===== src/rtl/baser_test_sequencer.sv =====
// BASE-R test sequencer: runs a settle / DATA / CTRL / RAND / drain sequence on
// the pattern generator, snapshots the checker counters at traffic start and
// grades the run from the counter deltas.
module baser_test_sequencer #(
  parameter int SETTLE_LEN = 4,
  parameter int PHASE_LEN  = 16,
  parameter int DRAIN_LEN  = 8
) (
  input  logic        clk,
  input  logic        i_rst,
  input  logic        i_start,
  input  logic        i_abort,
  input  logic [31:0] i_block_count,
  input  logic [31:0] i_data_count,
  input  logic [31:0] i_ctrl_count,
  input  logic [31:0] i_inv_block_count,
  output logic        o_enable,
  output logic [2:0]  o_valid,
  output logic [3:0]  o_data_sel_0,
  output logic        o_random_0,
  output logic        o_busy,
  output logic        o_done,
  output logic        o_pass,
  output logic [2:0]  o_state
);

  typedef enum logic [2:0] {
    S_IDLE   = 3'd0,
    S_SETTLE = 3'd1,
    S_DATA   = 3'd2,
    S_CTRL   = 3'd3,
    S_RAND   = 3'd4,
    S_DRAIN  = 3'd5,
    S_CHECK  = 3'd6,
    S_DONE   = 3'd7
  } state_t;

  state_t      state_q, state_d;
  logic [31:0] cnt_q, cnt_d;
  logic [31:0] blk_snap_q, data_snap_q, ctrl_snap_q, inv_snap_q;
  logic        enable_q, random_q, busy_q, done_q, pass_q;
  logic [2:0]  valid_q;
  logic [3:0]  sel_q;

  // Counter value loaded on entry: the state then lasts (value + 1) cycles.
  function automatic logic [31:0] reload(input state_t s);
    case (s)
      S_SETTLE:                reload = 32'(SETTLE_LEN - 1);
      S_DATA, S_CTRL, S_RAND:  reload = 32'(PHASE_LEN - 1);
      S_DRAIN:                 reload = 32'(DRAIN_LEN - 1);
      default:                 reload = 32'd0;
    endcase
  endfunction

  // Deltas are modulo 2^32 so a counter that wrapped still yields the true delta.
  logic [31:0] blk_dlt, data_dlt, ctrl_dlt, inv_dlt, dc_sum;
  logic        pass_c;
  assign blk_dlt  = i_block_count     - blk_snap_q;
  assign data_dlt = i_data_count      - data_snap_q;
  assign ctrl_dlt = i_ctrl_count      - ctrl_snap_q;
  assign inv_dlt  = i_inv_block_count - inv_snap_q;
  assign dc_sum   = data_dlt + ctrl_dlt;
  assign pass_c   = (inv_dlt == 32'd0) && (data_dlt != 32'd0) &&
                    (ctrl_dlt != 32'd0) && (blk_dlt == dc_sum);

  // Next state and counter; abort wins over start and over counter expiry.
  always_comb begin
    state_d = state_q;
    cnt_d   = cnt_q;
    case (state_q)
      S_IDLE, S_DONE: begin
        if (i_start) begin
          state_d = S_SETTLE;
          cnt_d   = reload(S_SETTLE);
        end
      end
      default: begin
        if (i_abort) begin
          state_d = S_IDLE;
          cnt_d   = 32'd0;
        end else if (cnt_q == 32'd0) begin
          state_d = state_t'(state_q + 3'd1);
          cnt_d   = reload(state_t'(state_q + 3'd1));
        end else begin
          cnt_d = cnt_q - 32'd1;
        end
      end
    endcase
  end

  // State, snapshots and registered outputs, all decoded from the next state.
  always_ff @(posedge clk or posedge i_rst) begin
    if (i_rst) begin
      state_q     <= S_IDLE;
      cnt_q       <= 32'd0;
      blk_snap_q  <= 32'd0;
      data_snap_q <= 32'd0;
      ctrl_snap_q <= 32'd0;
      inv_snap_q  <= 32'd0;
      enable_q    <= 1'b0;
      valid_q     <= 3'b000;
      sel_q       <= 4'b0000;
      random_q    <= 1'b0;
      busy_q      <= 1'b0;
      done_q      <= 1'b0;
      pass_q      <= 1'b0;
    end else begin
      state_q  <= state_d;
      cnt_q    <= cnt_d;
      enable_q <= (state_d == S_DATA) || (state_d == S_CTRL) || (state_d == S_RAND);
      valid_q  <= ((state_d == S_DATA) || (state_d == S_CTRL) || (state_d == S_RAND)) ?
                  3'b111 : 3'b000;
      sel_q    <= (state_d == S_DATA) ? 4'b0001 : 4'b0000;
      random_q <= (state_d == S_RAND);
      busy_q   <= (state_d != S_IDLE) && (state_d != S_DONE);
      done_q   <= (state_d == S_DONE);
      if (state_q == S_SETTLE && state_d == S_DATA) begin
        blk_snap_q  <= i_block_count;
        data_snap_q <= i_data_count;
        ctrl_snap_q <= i_ctrl_count;
        inv_snap_q  <= i_inv_block_count;
      end
      if (state_q == S_CHECK && state_d == S_DONE) pass_q <= pass_c;
      else if (state_d != S_DONE)                  pass_q <= 1'b0;
    end
  end

  assign o_enable     = enable_q;
  assign o_valid      = valid_q;
  assign o_data_sel_0 = sel_q;
  assign o_random_0   = random_q;
  assign o_busy       = busy_q;
  assign o_done       = done_q;
  assign o_pass       = pass_q;
  assign o_state      = state_q;

endmodule


===== config.mk =====
export PLATFORM = sky130hd
export DESIGN_NAME = baser_test_sequencer
export DESIGN_NICKNAME = d
export VERILOG_FILES = /design/src/rtl/baser_test_sequencer.sv
export SDC_FILE = /design/constraint.sdc
export NUM_CORES = 1
export LEC_CHECK = 0
export BUFFER_PORTS_ARGS = -buffer_cell sky130_fd_sc_hd__buf_4
export CAP_MARGIN = 20
export CORE_MARGIN = 2
export CORE_UTILIZATION = 45
export DETAILED_ROUTE_END_ITERATION = 10
export HOLD_SLACK_MARGIN = 0.08
export PLACE_DENSITY_LB_ADDON = 0.12
export SYNTH_ARGS = -nofsm -noshare
export SYNTH_HDL_FRONTEND = slang
export SYNTH_SLANG_ARGS = --single-unit
export TNS_END_PERCENT = 100

===== constraint.sdc =====
create_clock -name clk -period 9.35 [get_ports clk]
set_input_delay 1.4025 -clock clk [delete_from_list [all_inputs] [get_ports clk]]
set_output_delay 1.4025 -clock clk [all_outputs]
set_load 0.03 [all_outputs]

==> metrics.md <==
| Metric | Value |
|---|---|
| Longest Clk Path Bufs | `2` |
| DRT Wirelength | `46,100 um` |
| ANT cells | `0` |
| Area share of the largest cell type after synthesis | `25.9%` |
| Reg2Reg Depth | `20` |
| Die height | `194 um` |
| CP required | `9.75 ns` |
| Setup Viol. Count Final | `0` |
| Avg Vias per Cell | `5.68` |
| Area leader, netlist | `dfrtp_1` |
| Synth Area in Simple Gates | `19.6%` |
| DRC viols | `9` |
| Startpoint types | `primary input` |
| Hold path endpoint | `ctrl_snap_q[17]$_DFFE_PP0P_` |
| Hold Crit Start | `ctrl_snap_q[17]$_DFFE_PP0P_` |
| Vias | `15,200` |
| Result of the run | `finished, violations left` |
| Die area | `37,800 um^2` |
| Placed wire-length estimate | `37,300 um` |
| GRT Overall Usage | `24.6%` |
| Top cells by count, synth | `nand2_1 (257), o21ai_0 (193), inv_1 (172), dfrtp_1 (169), a21oi_1 (166)` |
| # rows | `69` |
| Largest net degree at the start of global routing | `99` |
| First DRT Iteration DRCs | `1,014` |
| IO Port Bufs | `143` |
| Seq/Total Area, Yosys | `25.9%` |
| Top Metal Used | `met4` |
| Final Skew | `0.0134 ns` |
| M1 wire length | `22,900 um` |
| WL met2 | `20,700 um` |
| IO Count | `147` |
| Reg2reg setup slack | `3.52 ns` |
| Wirelength per Cell | `17.3 um` |
| R2R Path Start | `ctrl_snap_q[0]$_DFFE_PP0P_` |
| Die Width | `194 um` |
| Vias in the first global route | `14,500` |
| Most frequent cell after synthesis | `nand2_1` |
| Cts bufs inserted | `17` |
| Synth Area in Compound Gates | `25.3%` |
| Synth Flop Type | `dfrtp_1` |
| Final worst-path cycle share | `69.4%` |
| Setup TNS Final | `0 ns` |
| Syn Inst Count | `2,102` |
| Synth Warn # | `0` |
| CTS tree | `yes` |
| Failing checks | `design-rule violations` |
| Fmax | `0.154 GHz` |
| GR Overflow Total | `0` |
| Final core occ | `51.3%` |
| Sink Count | `169` |
| CP Class | `in -> reg` |
| Slew @ Worst Pin | `1.07 ns` |
| Routability congestion estimate | `0.937` |
| CTS clk-pin slew, worst paths | `0.08 ns` |
| DR WL met3 | `1780 um` |
| Synth Cell Area | `16,300 um^2` |
| Worst EP arrival | `6.89 ns` |
| Hold Crit Depth | `2` |
| Filler cells | `3,522` |
| Post-synthesis xor/xnor area fraction | `9.32%` |
| Final min period | `6.49 ns` |
| First-pass GRT wire length | `75,800 um` |
| Worst skew pair latency | `0.47 ns` |
| Setup crit end kind | `flop` |
| Crit path from | `i_ctrl_count[0]` |
| Max-cap viol count | `0` |
| Main combinational cell family by area after synthesis | `compound AO/OA/AOI/OAI gates` |
| Share of cells above drive strength 1 | `9.82%` |
| R2R Path End | `o_pass$_DFFE_PP0P_` |
| Top post-synthesis cells by area | `dfrtp_1 (26%), ha_1 (12%), xnor2_1 (6.3%)` |
| H-Tree Depth | `4` |
| Synth async-reset ratio | `100%` |
| Worst Hold Class | `reg -> reg` |
| Drt first pass iters | `10` |
| Setup bufs post-CTS | `0` |
| Post-synthesis area per instance | `7.76 um^2` |
| Fin area | `18,300 um^2` |
| CTS resizes | `0` |
| Post-synthesis mux area share | `0.805%` |
| Post-placement cell area | `17,700 um^2` |
| DRT antenna net count | `0` |
| CP max FO | `6` |
| Area share of fa/ha/maj cells after synthesis | `12.9%` |
| Core Area | `35,700 um^2` |
| Final max-slew violation count | `0` |
| Initial antenna violation count | `0` |
| Post-synth EDFFs | `0` |
| Syn-to-layout area delta | `12.2%` |
| Final Hold Viols | `0` |
| Yosys cell types | `85` |
| Rel. slew slack | `27.8%` |
| Clk root buf | `clkbuf_16` |
| Initial Utilization | `45.8%` |
| Post-CTS Hold Fix Bufs | `0` |
| Net count, final | `2,494` |
| RSZ-0062 raised after global routing | `false` |
| Flop and latch count out of synthesis | `169` |
[placed cells by master (no fill, tap or decap), drive strengths merged, types with 27 or more instances in the layout]
cell type / count
ha: 162
nor2: 151
nand2: 257
xor2: 53
a21oi: 166
o21ai: 216
and2: 27
nor3: 45
xnor2: 118
nand4: 34
inv: 181
a21o: 61
nand3: 42
dfrtp: 169
buf: 149
[final cells by class]
class	count	area, um^2	share of cell area, %
multi-input cells	1685	11100	60.7
repair buffers	149	1120	6.11
inverters	174	659	3.60
flip-flops and latches	169	4230	23.1
clock buffers	18	429	2.35
well taps	461	577	3.15
clock inverters	14	178	0.971
[cells by family after synthesis]
group,after synthesis
AO/OA/AOI/OAI,655
XOR/XNOR,172
adder cells (fa/ha/maj),166
buffers and inverters,250
flip-flops,169
multiplexers,12
other,1
AND/OR/NAND/NOR,677
[routing by layer]
metal | vias to the layer above | global-route usage, %
met5 | - | 0
met4 | 0 | 5.70
met3 | 33 | 3.71
met2 | 324 | 39.3
met1 | 7123 | 35.0
li1 | 7685 | -
[flip-flops by register name, indices dropped and copies added (netlist names), 3 cells and up]
name	flops
inv_snap_q	32
data_snap_q	32
ctrl_snap_q	32
o_state	3
blk_snap_q	32
cnt_q	32
[through the flow]
stage | std cells | hold WS, ns | setup slack [ns]
4_1_cts | 2670 | 0.524 | 2.98
2_1_floorplan | 2104 | 0.485 | 3.37
6_report | 2670 | 0.521 | 2.86
5_1_grt | 2670 | 0.546 | 2.52
3_3_place_gp | 2638 | 0.494 | 2.80
3_5_place_dp | 2638 | 0.506 | 2.47
[how the worst max path moves through the flow]
stage	to	slack, ns
floorplan	blk_snap_q[0]$_DFFE_PP0P_	3.37
global placement	o_pass$_DFFE_PP0P_	2.80
detailed placement	o_pass$_DFFE_PP0P_	2.47
CTS	o_pass$_DFFE_PP0P_	2.98
global route	o_pass$_DFFE_PP0P_	2.52
finish	o_pass$_DFFE_PP0P_	2.86
[worst max-delay path: stages]
cell	delay [ns]
buf_4	0.08
inv_1	0.04
ha_1	0.22
fa_1	0.40
nor2b_1	0.16
o2111ai_1	0.17
a2111oi_0	0.80
o21ai_0	0.35
a21o_1	0.24
a21oi_1	0.16
o21ai_0	0.11
and2_1	0.18
ha_1	0.41
nand2_1	0.09
a2111oi_0	0.83
nor2_1	0.16
xnor2_1	0.26
xnor2_1	0.15
o2111ai_1	0.13
nor3_1	0.20
o311ai_0	0.20
o21ai_1	0.15
Power is not shown: default switching activity piles up to over one toggle a cycle in this logic, so the estimate is an artifact.
